## src/rtl/axi4lite_cpuif_responder.sv

```systemverilog
// AXI4-Lite responder bridging to a single-beat cpuif strobe bus.
// Define AXI4LITE_ERR_DECODE_EN to answer addresses >= ADDR_SPAN with SLVERR locally.
module axi4lite_cpuif_responder #(
    parameter int DATA_WIDTH = 32,
    parameter int ADDR_WIDTH = 32,
    parameter logic [ADDR_WIDTH-1:0] ADDR_SPAN = 'h1000
) (
    input  logic                    clk,
    input  logic                    rst_n,
    input  logic                    s_axil_awvalid,
    output logic                    s_axil_awready,
    input  logic [ADDR_WIDTH-1:0]   s_axil_awaddr,
    input  logic [2:0]              s_axil_awprot,
    input  logic                    s_axil_wvalid,
    output logic                    s_axil_wready,
    input  logic [DATA_WIDTH-1:0]   s_axil_wdata,
    input  logic [DATA_WIDTH/8-1:0] s_axil_wstrb,
    output logic                    s_axil_bvalid,
    input  logic                    s_axil_bready,
    output logic [1:0]              s_axil_bresp,
    input  logic                    s_axil_arvalid,
    output logic                    s_axil_arready,
    input  logic [ADDR_WIDTH-1:0]   s_axil_araddr,
    input  logic [2:0]              s_axil_arprot,
    output logic                    s_axil_rvalid,
    input  logic                    s_axil_rready,
    output logic [DATA_WIDTH-1:0]   s_axil_rdata,
    output logic [1:0]              s_axil_rresp,
    output logic                    cpuif_req,
    output logic                    cpuif_req_is_wr,
    output logic [ADDR_WIDTH-1:0]   cpuif_addr,
    output logic [DATA_WIDTH-1:0]   cpuif_wr_data,
    output logic [DATA_WIDTH-1:0]   cpuif_wr_biten,
    input  logic                    cpuif_rd_ack,
    input  logic                    cpuif_rd_err,
    input  logic [DATA_WIDTH-1:0]   cpuif_rd_data,
    input  logic                    cpuif_wr_ack,
    input  logic                    cpuif_wr_err
);

    localparam int SW = DATA_WIDTH / 8;
    localparam int AL = (DATA_WIDTH == 64) ? 3 : 2;

    typedef enum logic [1:0] {
        IDLE,
        WAIT_ACK,
        RESP
    } state_t;

    state_t state, state_nx;

    logic                  aw_held, w_held, ar_held;
    logic [ADDR_WIDTH-1:0] aw_addr, ar_addr;
    logic [DATA_WIDTH-1:0] w_data;
    logic [SW-1:0]         w_strb;
    logic                  prio_rd;
    logic                  cur_wr;
    logic                  resp_err;
    logic [DATA_WIDTH-1:0] rdata_q;

    logic                  wr_pend, rd_pend, pick_wr, issue;
    logic                  sel_wr, sel_ack, sel_err, oob;
    logic [ADDR_WIDTH-1:0] sel_addr;
    logic                  take;
    logic                  unused_ok;

    assign s_axil_awready = !aw_held;
    assign s_axil_wready  = !w_held;
    assign s_axil_arready = !ar_held;

    assign wr_pend = aw_held && w_held;
    assign rd_pend = ar_held;
    assign pick_wr = wr_pend && (!rd_pend || !prio_rd);
    assign issue   = (state == IDLE) && (wr_pend || rd_pend);

    // In IDLE the arbiter picks; afterwards the issued direction is frozen
    assign sel_wr   = (state == IDLE) ? pick_wr : cur_wr;
    assign sel_addr = sel_wr ? aw_addr : ar_addr;
    assign sel_ack  = sel_wr ? cpuif_wr_ack : cpuif_rd_ack;
    assign sel_err  = sel_wr ? cpuif_wr_err : cpuif_rd_err;

`ifdef AXI4LITE_ERR_DECODE_EN
    assign oob       = sel_addr >= ADDR_SPAN;
    assign unused_ok = ^{s_axil_awprot, s_axil_arprot, sel_addr[AL-1:0]};
`else
    assign oob       = 1'b0;
    assign unused_ok = ^{s_axil_awprot, s_axil_arprot, sel_addr[AL-1:0], ADDR_SPAN};
`endif

    always_ff @(posedge clk or negedge rst_n) begin
        if (!rst_n) begin
            state <= IDLE;
        end else begin
            state <= state_nx;
        end
    end

    always_comb begin
        state_nx  = state;
        cpuif_req = 1'b0;
        take      = 1'b0;
        unique case (state)
            IDLE: begin
                if (issue) begin
                    if (oob) begin
                        take     = 1'b1;
                        state_nx = RESP;
                    end else begin
                        cpuif_req = 1'b1;
                        if (sel_ack) begin
                            take     = 1'b1;
                            state_nx = RESP;
                        end else begin
                            state_nx = WAIT_ACK;
                        end
                    end
                end
            end
            WAIT_ACK: begin
                if (sel_ack) begin
                    take     = 1'b1;
                    state_nx = RESP;
                end
            end
            RESP: begin
                if (cur_wr ? s_axil_bready : s_axil_rready) begin
                    state_nx = IDLE;
                end
            end
            default: state_nx = IDLE;
        endcase
    end

    always_ff @(posedge clk or negedge rst_n) begin
        if (!rst_n) begin
            aw_held  <= 1'b0;
            w_held   <= 1'b0;
            ar_held  <= 1'b0;
            aw_addr  <= '0;
            ar_addr  <= '0;
            w_data   <= '0;
            w_strb   <= '0;
            prio_rd  <= 1'b1;
            cur_wr   <= 1'b0;
            resp_err <= 1'b0;
            rdata_q  <= '0;
        end else begin
            if (take && sel_wr) begin
                aw_held <= 1'b0;
            end else if (s_axil_awvalid && !aw_held) begin
                aw_held <= 1'b1;
                aw_addr <= s_axil_awaddr;
            end
            if (take && sel_wr) begin
                w_held <= 1'b0;
            end else if (s_axil_wvalid && !w_held) begin
                w_held <= 1'b1;
                w_data <= s_axil_wdata;
                w_strb <= s_axil_wstrb;
            end
            if (take && !sel_wr) begin
                ar_held <= 1'b0;
            end else if (s_axil_arvalid && !ar_held) begin
                ar_held <= 1'b1;
                ar_addr <= s_axil_araddr;
            end
            if (issue) begin
                cur_wr <= pick_wr;
            end
            // Round-robin only advances when both directions competed
            if (issue && wr_pend && rd_pend) begin
                prio_rd <= !prio_rd;
            end
            if (take) begin
                resp_err <= oob || sel_err;
                if (!sel_wr) begin
                    rdata_q <= oob ? '0 : cpuif_rd_data;
                end
            end
        end
    end

    assign s_axil_bvalid = (state == RESP) && cur_wr;
    assign s_axil_rvalid = (state == RESP) && !cur_wr;
    assign s_axil_bresp  = {s_axil_bvalid && resp_err, 1'b0};
    assign s_axil_rresp  = {s_axil_rvalid && resp_err, 1'b0};
    assign s_axil_rdata  = rdata_q;

    assign cpuif_req_is_wr = sel_wr;
    assign cpuif_addr      = {sel_addr[ADDR_WIDTH-1:AL], {AL{1'b0}}};
    assign cpuif_wr_data   = w_data;

    always_comb begin
        cpuif_wr_biten = '0;
        for (int i = 0; i < SW; i++) begin
            cpuif_wr_biten[i*8 +: 8] = {8{w_strb[i]}};
        end
    end

endmodule

```

## config.mk

```make
export PLATFORM = sky130hd
export DESIGN_NAME = axi4lite_cpuif_responder
export DESIGN_NICKNAME = d
export VERILOG_FILES = /design/src/rtl/axi4lite_cpuif_responder.sv
export SDC_FILE = /design/constraint.sdc
export NUM_CORES = 1
export LEC_CHECK = 0
export BUFFER_PORTS_ARGS = -buffer_cell sky130_fd_sc_hd__buf_4
export CAP_MARGIN = 20
export CORE_AREA = 2 2 132 134
export CTS_CLUSTER_DIAMETER = 150
export DETAILED_ROUTE_END_ITERATION = 12
export DIE_AREA = 0 0 134 136
export GPL_ROUTABILITY_DRIVEN = 0
export HOLD_SLACK_MARGIN = 0.1
export PLACE_DENSITY = 0.61
export SLEW_MARGIN = 20
export SYNTH_ARGS = -nofsm -noshare
export SYNTH_HDL_FRONTEND = slang
export SYNTH_SLANG_ARGS = --single-unit
```

## constraint.sdc

```tcl
create_clock -name clk -period 3.4 [get_ports clk]
set_clock_uncertainty 0.1 [all_clocks]
set_input_delay 0.68 -clock clk [delete_from_list [all_inputs] [get_ports clk]]
set_output_delay 0.68 -clock clk [all_outputs]
set_load 0.005 [all_outputs]
```

==> results.yml, run 1 <==
run_status:
  status: "completed"
sta:
  hold_viol_final: 0
  setup-tns-final_ns: 0
  tightest_slew_ns: 0.665
  period_needed_ns: 2.93
  setup_viol: 0
  slew_viol_final: 0
  finalCritPeriodShare_pct: 86.1
  timing.fmax_ghz: 0.342
  slew_headroom_pct: 55.7
  grt_setup_unrepaired: "no"
  hold_slack_ns: 0.172
routing:
  firstDrtPassIters: 4
  routed_wl_um: 15200
  ant_nets: 0
  drc: 0
  dr.first_iter.drc_count: 105
  vias: 4247
  vias_per_cell: 4.52
  routedWlPerCell_um: 16.2
cts:
  cts_setup_buffers: 0
  cts_tree: "done"
  path_clk_slew_ns: 0.06
  numCtsBuffers: 17
  clk_latency_ns: 0.41
  cts_resized: 0
  clockBufferDepth: 2
  clock_sinks: 136
  ctsHoldBuffers: 0
  root_buffer: "clkbuf_16"
  cts.htree.levels: 4
power:
  power.density_mw_per_mm2: 1020
  ir_drop_v: 0.000411
  p_leak_nw: 4.15
floorplan:
  die_x_um: 134
  dieArea_mm2: 0.0182
  die_height_um: 136
  core-area_mm2: 0.0169
  rows: 48
  initial_core_util_pct: 34.5
  io_pins: 288
global_routing:
  grt_pass1_wl_um: 23200
  grtUsageTotal_pct: 16.6
  grt_max_degree: 74
  grt_antenna_before_repair: 1
  grt_pass1_vias: 4457
  grt_overflow: 0
critical_path:
  worstPathCellList: "nand4bb_1 -> o21a_1 -> inv_2 -> buf_4 -> nand2_1 -> nand2_1 -> buf_4"
  cpPeakStageDelay_ns: 0.42
  cp_max_fo: 30
  end_kind: "primary output"
  crit_required_ns: 2.62
  crit_arrival_ns: 2.15
  crit_type: "flop to primary output"
  cp-start-kind: "flop"
  cpMaxStageDelayCell: "dfrtp_1"
place:
  placed_area_mm2: 0.00792
  dp.cells: 906
  dp_hpwl_um: 11400
  place.port_buffers: 273
flow_run:
  cap_violations: 0
cells_and_area:
  stdcell_area_mm2: 0.00849
  final_cells: 939
  finish.utilization_pct: 50.3
  syn2layout_area_growth_pct: 46.1
  final_nets: 849
  fillers: 1534
  drive_gt1_share_pct: 60.9
  final_common_cell: "buf_4"
  final_cell_mix: "buf_4, dfrtp_1, mux2_2, nand2_1, clkbuf_16"
synth:
  synth_edf_count: 0
  ys_warn_count: 0
  async_flop_share_pct: 100
  ys_ff_latch: 136
  syn_area_per_cell_um2: 13.0
  synthFlopType: "dfrtp_1"
  synth_cells: 449
  syn-cell-area_mm2: 0.00582
  synth_cell_types: 32
  ys_seq_area_share_pct: 58.5
hold_path:
  hold_path.class: "input port to asynchronous set/reset pin"
## worst paths after layout
path                                   start           endpoint  cells after the start  slack, ns
setup / recovery                    state[1]     cpuif_addr[16]                      7       0.47
min in group clk             s_axil_wdata[5]   cpuif_wr_data[5]                      2       0.39
setup reg to reg                    state[1]        ar_addr[12]                      6       0.90
hold / removal                         rst_n         ar_addr[5]                      1       0.17
max in group asynchronous              rst_n        ar_addr[27]                      2       2.26
hold reg to reg            cpuif_wr_data[14]  cpuif_wr_data[14]                      1       0.40
## per-stage QoR
stage	worst slack [ns]	power [mW]
after floorplan	1.11	4.98
after global placement	0.907	6.85
after detailed placement	0.869	6.96
after CTS	0.426	8.79
after global routing	0.314	9.24
final	0.472	8.64
## synth_stat cells, drive strengths merged (2+ instances only)
master | count | area share [%]
dfrtp | 135 | 58
mux2 | 128 | 25
nand2 | 94 | 6.1
buf | 48 | 5.8
inv | 8 | 0.52
a21oi | 5 | 0.49
and3 | 4 | 0.43
clkbuf | 4 | 0.26
a311oi | 3 | 0.75
and2 | 2 | 0.22
nand4b | 2 | 0.30
nor2b | 2 | 0.22
o21ai | 2 | 0.17
## power by group
group | switching [mW] | internal (mW)
logic | 1.60 | 2.30
clock network | 0.661 | 1.13
registers | 0.493 | 2.46
## layer usage
metal  wire, um  GRT usage [%]  up-vias  part of all wire (%)
met2       8190           29.8      156                    54
li1           -              -     1991                     -
met5          0              0        -                     0
met4        398           7.86        0                   2.6
met1       5630           17.8     2075                    37
met3       1020           5.29       25                   6.7
## logic make-up after synthesis
| kind of cell | Yosys count | synth area share [%] |
|---|---|---|
| simple gates | 108 | 7.68 |
| other cells | 1 | 0.0645 |
| flops | 136 | 58.5 |
| xor+xnor | 1 | 0.151 |
| buf+inv | 60 | 6.61 |
| mux | 129 | 25.0 |
| compound gates | 14 | 2.00 |
## cell type report
| class | instances | area [um^2] | share of cell area [%] |
|---|---|---|---|
| multi-input combinational | 256 | 2070 | 24.4 |
| sequential | 136 | 3400 | 40.1 |
| timing repair buffer | 281 | 2130 | 25.0 |
| antenna | 1 | 2.50 | 0.0295 |
| tap | 225 | 282 | 3.31 |
| inverter | 8 | 30.0 | 0.354 |
| clock buffer | 24 | 482 | 5.67 |
| clock inverter | 8 | 95.1 | 1.12 |
## sequential cells by signal, summed over array words and instances, names as in the netlist
signal	cells
cpuif_wr_data	32
s_axil_rdata	32
ar_addr	30
aw_addr	30
w_strb	4
state	2
ar_held	1
aw_held	1
cur_wr	1
prio_rd	1
resp_err	1
w_held	1
## critical path, delay by kind of cell, from the launching register on
| kind | cells | cell delay, ns |
|---|---|---|
| buffers and inverters | 3 | 0.63 |
| AOI/OAI and AO/OA | 1 | 0.23 |
| and+or+nand+nor | 3 | 0.44 |
| DFF | 1 | 0.42 |
No activity file was read; power rests on OpenSTA's default activity.
==> inputs of run 2 (changes only) <==
--- a/config.mk
+++ b/config.mk
@@ -5,12 +5,13 @@
 export SDC_FILE = /design/constraint.sdc
 export NUM_CORES = 1
 export LEC_CHECK = 0
+export ABC_AREA = 1
 export BUFFER_PORTS_ARGS = -buffer_cell sky130_fd_sc_hd__buf_4
 export CAP_MARGIN = 20
-export CORE_AREA = 2 2 132 134
+export CORE_AREA = 2 2 135 137
 export CTS_CLUSTER_DIAMETER = 150
 export DETAILED_ROUTE_END_ITERATION = 12
-export DIE_AREA = 0 0 134 136
+export DIE_AREA = 0 0 137 139
 export GPL_ROUTABILITY_DRIVEN = 0
 export HOLD_SLACK_MARGIN = 0.1
 export PLACE_DENSITY = 0.61
==> run 2 against run 1 <==
  * Critical path depth stayed put
  * Register-to-register slack lost 0.03 ns
  * Via count up 30%
  * Combinational power fell by 5%
  * Die area is 4.5% higher
  * Wire length up 18%
  * Worst setup slack got worse by 0.015 ns
  * Critical path type unchanged
  * Critical endpoint is now cpuif_addr[18]
  * Final area rose by 1.8%
  * Synthesized cell count grew 66%
  * Worst hold slack got worse by 0.0078 ns
==> results.yml, run 2 <==
synth:
  ys_top_cells_by_area: "dfrtp_1, nand2_1, nand3_1, buf_4, inv_1"
  ys_top_cells_by_count: "nand2_1, dfrtp_1, nand3_1, inv_1, buf_4"
  async_flop_share_pct: 100
  yosysMostFrequentCell: "nand2_1"
  syn-cell-area_mm2: 0.00608
  synth_cell_types: 24
  syn_area_per_cell_um2: 8.15
  synthFlopType: "dfrtp_1"
  yosys.area.top_type: "dfrtp_1"
  ys_seq_area_share_pct: 56.0
  ys_ff_latch: 136
  synth_edf_count: 0
  synth_top_area_share_pct: 55.6
  synth_cells: 746
  ys_warn_count: 0
run_status:
  status: "completed"
hold_path:
  hold_path.class: "input port to asynchronous set/reset pin"
global_routing:
  grt_pass1_vias: 5329
  grtUsageTotal_pct: 19.0
  grt_overflow: 0
  grt_pass1_wl_um: 28200
  grt_max_degree: 97
  grt_antenna_before_repair: 1
cts:
  cts_tree: "done"
  ctsHoldBuffers: 0
  root_buffer: "clkbuf_16"
  path_clk_slew_ns: 0.06
  clockBufferDepth: 2
  clock_sinks: 136
  clk_latency_ns: 0.41
  cts.htree.levels: 4
  cts_setup_buffers: 0
  cts_resized: 0
  numCtsBuffers: 17
floorplan:
  rows: 49
  initial_core_util_pct: 34.4
  io_pins: 288
  die_height_um: 139
  die_x_um: 137
  dieArea_mm2: 0.0190
  core-area_mm2: 0.0177
power:
  p_sw_share_pct: 37.9
  pwr-share-comb_pct: 45.3
  p_sw_mw: 3.11
  power_frac_seq_pct: 34.6
  pwr-share-clk_pct: 20.1
  p_leak_nw: 4.92
  power.density_mw_per_mm2: 948
  p_int_mw: 5.09
  ir_drop_v: 0.000488
flow_run:
  cap_violations: 0
sta:
  period_needed_ns: 2.94
  slew_headroom_pct: 39.4
  tightest_slew_ns: 0.909
  setup_viol: 0
  hold_viol_final: 0
  timing.fmax_ghz: 0.340
  grt_setup_unrepaired: "no"
  fin_ws_ns: 0.457
  slew_viol_final: 0
  setup-tns-final_ns: 0
  finalCritPeriodShare_pct: 86.5
routing:
  firstDrtPassIters: 6
  drc: 0
  routed_wl_um: 17900
  vias_per_cell: 4.53
  routedWlPerCell_um: 14.7
  vias: 5528
  dr.first_iter.drc_count: 286
  ant_nets: 0
critical_path:
  crit_type: "flop to primary output"
  end_kind: "primary output"
  crit_start: "aw_held"
  cp_max_fo: 34
  regToRegStartpoint: "aw_held"
  crit_required_ns: 2.62
  cp-start-kind: "flop"
  crit_arrival_ns: 2.16
place:
  pre_cts_slack_ns: 0.821
  dp_hpwl_um: 12400
  placed_area_mm2: 0.00812
  place.port_buffers: 273
cells_and_area:
  stdcell_area_mm2: 0.00865
  final_nets: 1128
  final_cell_mix: "nand2_1, buf_4, dfrtp_1, nand3_1, inv_1"
  syn2layout_area_growth_pct: 42.2
  final_common_cell: "nand2_1"
  drive_gt1_share_pct: 32.9
## run 2: changes by cell type in the layout (fill, tap and decap cells not counted), moves of 4 or more
cell and delta:
o21ai_1 +11, mux2_2 -119, nand2_1 +240, o21ai_0 +22
and3_1 -4, inv_1 +38, nand3_1 +101, mux2_1 -9
## run 2: cell type report
| class | instances | area (um^2) |
|---|---|---|
| Fill cell | 1799 | 9010 |
| Sequential cell | 136 | 3400 |
| Timing Repair Buffer | 284 | 2160 |
| Multi-Input combinational cell | 492 | 2090 |
| Clock buffer | 20 | 447 |
| Tap cell | 229 | 287 |
| Inverter | 48 | 180 |
| Clock inverter | 11 | 77.6 |
| Antenna cell | 1 | 2.50 |
## run 2: critical path: stages, from the launching register on
cell,delay [ns]
dfrtp_1,0.41
nand2_1,0.18
clkinv_1,0.14
nand3_2,0.12
nand2_2,0.45
nand2_1,0.23
nand2_1,0.08
buf_4,0.13
## run 2: worst paths after layout
| path | slack [ns] | cells past startpoint | endpoint |
|---|---|---|---|
| max in group asynchronous | 2.24 | 2 | s_axil_rdata[24] |
| worst max-delay path | 0.46 | 7 | cpuif_addr[18] |
| worst min register to register | 0.37 | 2 | ar_addr[19] |
| min in group clk | 0.37 | 2 | ar_addr[19] |
| worst min-delay path | 0.16 | 1 | aw_addr[26] |
| worst max register to register | 0.87 | 8 | cpuif_wr_data[21] |
## run 2: routing by layer
layer  track usage, %  wire, um  vias up
met2             29.1      8520      180
met1             25.1      7660     2567
met3             5.23      1220       33
li1                 -         -     2748
met5                0         0        -
met4             8.74       546        0
## run 2: kinds of logic after synthesis
kind of cell / share of synthesized area [%]
XOR/XNOR: 0.144
AO/OA/AOI/OAI: 3.31
AND/OR/NAND/NOR: 30.4
buffers and inverters: 10.1
other: 0.0617
flip-flops: 56.0
## run 2: through the flow
stage                     std cells  util, %  total power, mW  hold WS, ns
after global placement         1189     46.0             6.58        0.354
after detailed placement       1189     46.0             6.64        0.359
after CTS                      1220     49.0             8.33        0.213
after global routing           1221     49.0             8.86        0.231
after floorplan                 749        -             4.77        0.284
final                          1221     49.0             8.20        0.164
## run 2: power groups by stage
| stage | clock network [mW] | logic [mW] | registers (mW) |
|---|---|---|---|
| after floorplan | 0 | 1.96 | 2.81 |
| after global placement | 0 | 3.75 | 2.83 |
| after detailed placement | 0 | 3.80 | 2.85 |
| after CTS | 1.69 | 3.79 | 2.84 |
| after global routing | 1.76 | 4.17 | 2.93 |
| final | 1.65 | 3.72 | 2.84 |
==> inputs of run 3 (changes only) <==
--- a/config.mk
+++ b/config.mk
@@ -13,8 +13,8 @@
 export DETAILED_ROUTE_END_ITERATION = 12
 export DIE_AREA = 0 0 137 139
 export GPL_ROUTABILITY_DRIVEN = 0
-export HOLD_SLACK_MARGIN = 0.1
-export PLACE_DENSITY = 0.61
+export HOLD_SLACK_MARGIN = 0.08
+export PLACE_DENSITY = 0.63
 export SLEW_MARGIN = 20
 export SYNTH_ARGS = -nofsm -noshare
 export SYNTH_HDL_FRONTEND = slang
==> constraint.sdc (replaced) <==
create_clock -name clk -period 2.6 [get_ports clk]
set_clock_uncertainty 0.1 [all_clocks]
set_input_delay 0.52 -clock clk [delete_from_list [all_inputs] [get_ports clk]]
set_output_delay 0.52 -clock clk [all_outputs]
set_load 0.005 [all_outputs]
==> run 3 against run 2 <==
  * Worst setup slack lost 0.28 ns
  * Non-clock buffer count grew 7
  * Sequential share of layout area shrank 0.72 points
  * Die area is the same
  * Wire length shrank 0.50%
  * Global-route usage grew 0.18 points
  * Register-to-register slack lost 0.60 ns
  * Critical path type unchanged
==> results.yml, run 3 (synthesized netlist as in run 2, its figures left out) <==
cts:
  cts_tree: "done"
  path_clk_slew_ns: 0.06
  cts.htree.levels: 4
  cts_setup_buffers: 0
  clockBufferDepth: 2
  clk_latency_ns: 0.41
  clock_sinks: 136
  numCtsBuffers: 17
  root_buffer: "clkbuf_16"
sta:
  fin_ws_ns: 0.178
  finalCritPeriodShare_pct: 93.2
  tightest_slew_ns: 0.695
  setup-tns-final_ns: 0
  period_needed_ns: 2.42
  slew_viol_final: 0
  timing.fmax_ghz: 0.413
  hold_viol_final: 0
  setup_viol: 0
  slew_headroom_pct: 53.5
  grt_setup_unrepaired: "no"
routing:
  dr.first_iter.drc_count: 269
  firstDrtPassIters: 5
  vias: 5502
  drc: 0
  routedWlPerCell_um: 14.5
  ant_nets: 0
  vias_per_cell: 4.48
  routed_wl_um: 17900
global_routing:
  grt_overflow: 0
  grt_max_degree: 83
  met2_usage_pct: 31.9
  grt_pass1_wl_um: 28500
  grt_antenna_before_repair: 0
  grtUsageMet1_pct: 24.4
  grt_pass1_vias: 5495
  grtUsageTotal_pct: 19.2
  busiest_layer: "met2"
  use_met3_pct: 5.37
critical_path:
  cp_common_cell: "nand2_1"
  worstPathCellList: "nand2_2 -> clkinv_1 -> nand2_1 -> nand2_1 -> nand2_1 -> buf_12 -> nand2_1 -> nand2_1 -> buf_4"
  cp_max_fo: 31
  crit_arrival_ns: 1.80
  cpMaxStageDelayCell: "dfrtp_1"
  cpPeakStageDelay_ns: 0.44
  crit_type: "flop to primary output"
  cp-start-kind: "flop"
  crit_buf_inv: 3
  end_kind: "primary output"
  path_delay_family: "simple AND/OR/NAND/NOR gates"
  crit_required_ns: 1.98
cells_and_area:
  finish.utilization_pct: 49.9
  final_cell_mix: "nand2_1, buf_4, dfrtp_1, nand3_1, inv_1"
  antenna_cells: 0
  final_nets: 1135
  syn2layout_area_growth_pct: 44.9
  drive_gt1_share_pct: 33.5
  final_common_cell: "nand2_1"
floorplan:
  dieArea_mm2: 0.0190
  rows: 49
  initial_core_util_pct: 34.4
  core-area_mm2: 0.0177
  die_height_um: 139
  io_pins: 288
  die_x_um: 137
power:
  p_sw_share_pct: 36.6
  p_int_mw: 7.08
  pwr-share-clk_pct: 22.3
  p_total_mw: 11.2
  pwr-share-comb_pct: 44.3
  power.density_mw_per_mm2: 1270
  p_leak_nw: 5.00
  ir_drop_v: 0.000495
  power_frac_seq_pct: 33.4
  p_sw_mw: 4.08
place:
  place.port_buffers: 273
  dp_hpwl_um: 12600
  pre_cts_slack_ns: 0.239
hold_path:
  hold_path.class: "input port to flop"
flow_run:
  cap_violations: 0
run_status:
  status: "completed"
==> run 3: what timing repair did <==
item | in CTS | in global routing
hold buffers | 1 | 0
endpoints found under the setup margin | 0 | 8
hold endpoints to repair | 48 | 0
resized for setup | 0 | 1
==> run 3: metrics by stage <==
stage,cells,hold WS [ns],area [um^2]
finish,1228,0.218,8810
global route,1228,0.205,8810
CTS,1228,0.199,8810
detailed placement,1195,0.358,8180
global placement,1195,0.353,8180
floorplan,749,0.124,6090
==> run 3: path summary, 6_finish.rpt <==
kind	to	from	cells after the start	slack [ns]
max in group asynchronous	w_strb[0]	rst_n	3	1.19
hold / removal	w_held	s_axil_wvalid	3	0.22
min in group asynchronous	cpuif_wr_data[11]	rst_n	2	0.53
hold reg to reg	aw_addr[5]	aw_addr[5]	2	0.37
setup / recovery	cpuif_addr[28]	aw_held	9	0.18
setup reg to reg	cpuif_wr_data[13]	aw_held	9	0.27
==> run 3: worst min-delay path: cells and delay by family <==
kind	cells	cell delay (ns)
compound gates	1	0.05
buf+inv	2	0.13
==> run 3: power by group through the flow <==
| stage | Clock (mW) | Sequential, mW | Combinational [mW] |
|---|---|---|---|
| finish | 2.49 | 3.72 | 4.95 |
| global route | 2.65 | 3.87 | 5.54 |
| CTS | 2.55 | 3.72 | 5.03 |
| detailed placement | 0 | 3.73 | 5.03 |
| global placement | 0 | 3.72 | 4.97 |
| floorplan | 0 | 3.68 | 2.56 |
==> run 3: final cells by class <==
type                       count  area (um^2)
fill                        1743         8850
sequential                   136         3400
timing repair buffer         291         2230
multi-input combinational    492         2090
clock buffer                  21          470
tap                          229          287
inverter                      48          180
clock inverter                11          146
==> run 3: layer usage <==
metal  vias up  wire length (um)
met5         -                 0
met4         0               180
met3        15              1260
met2       183              8840
met1      2541              7570
li1       2763                 -
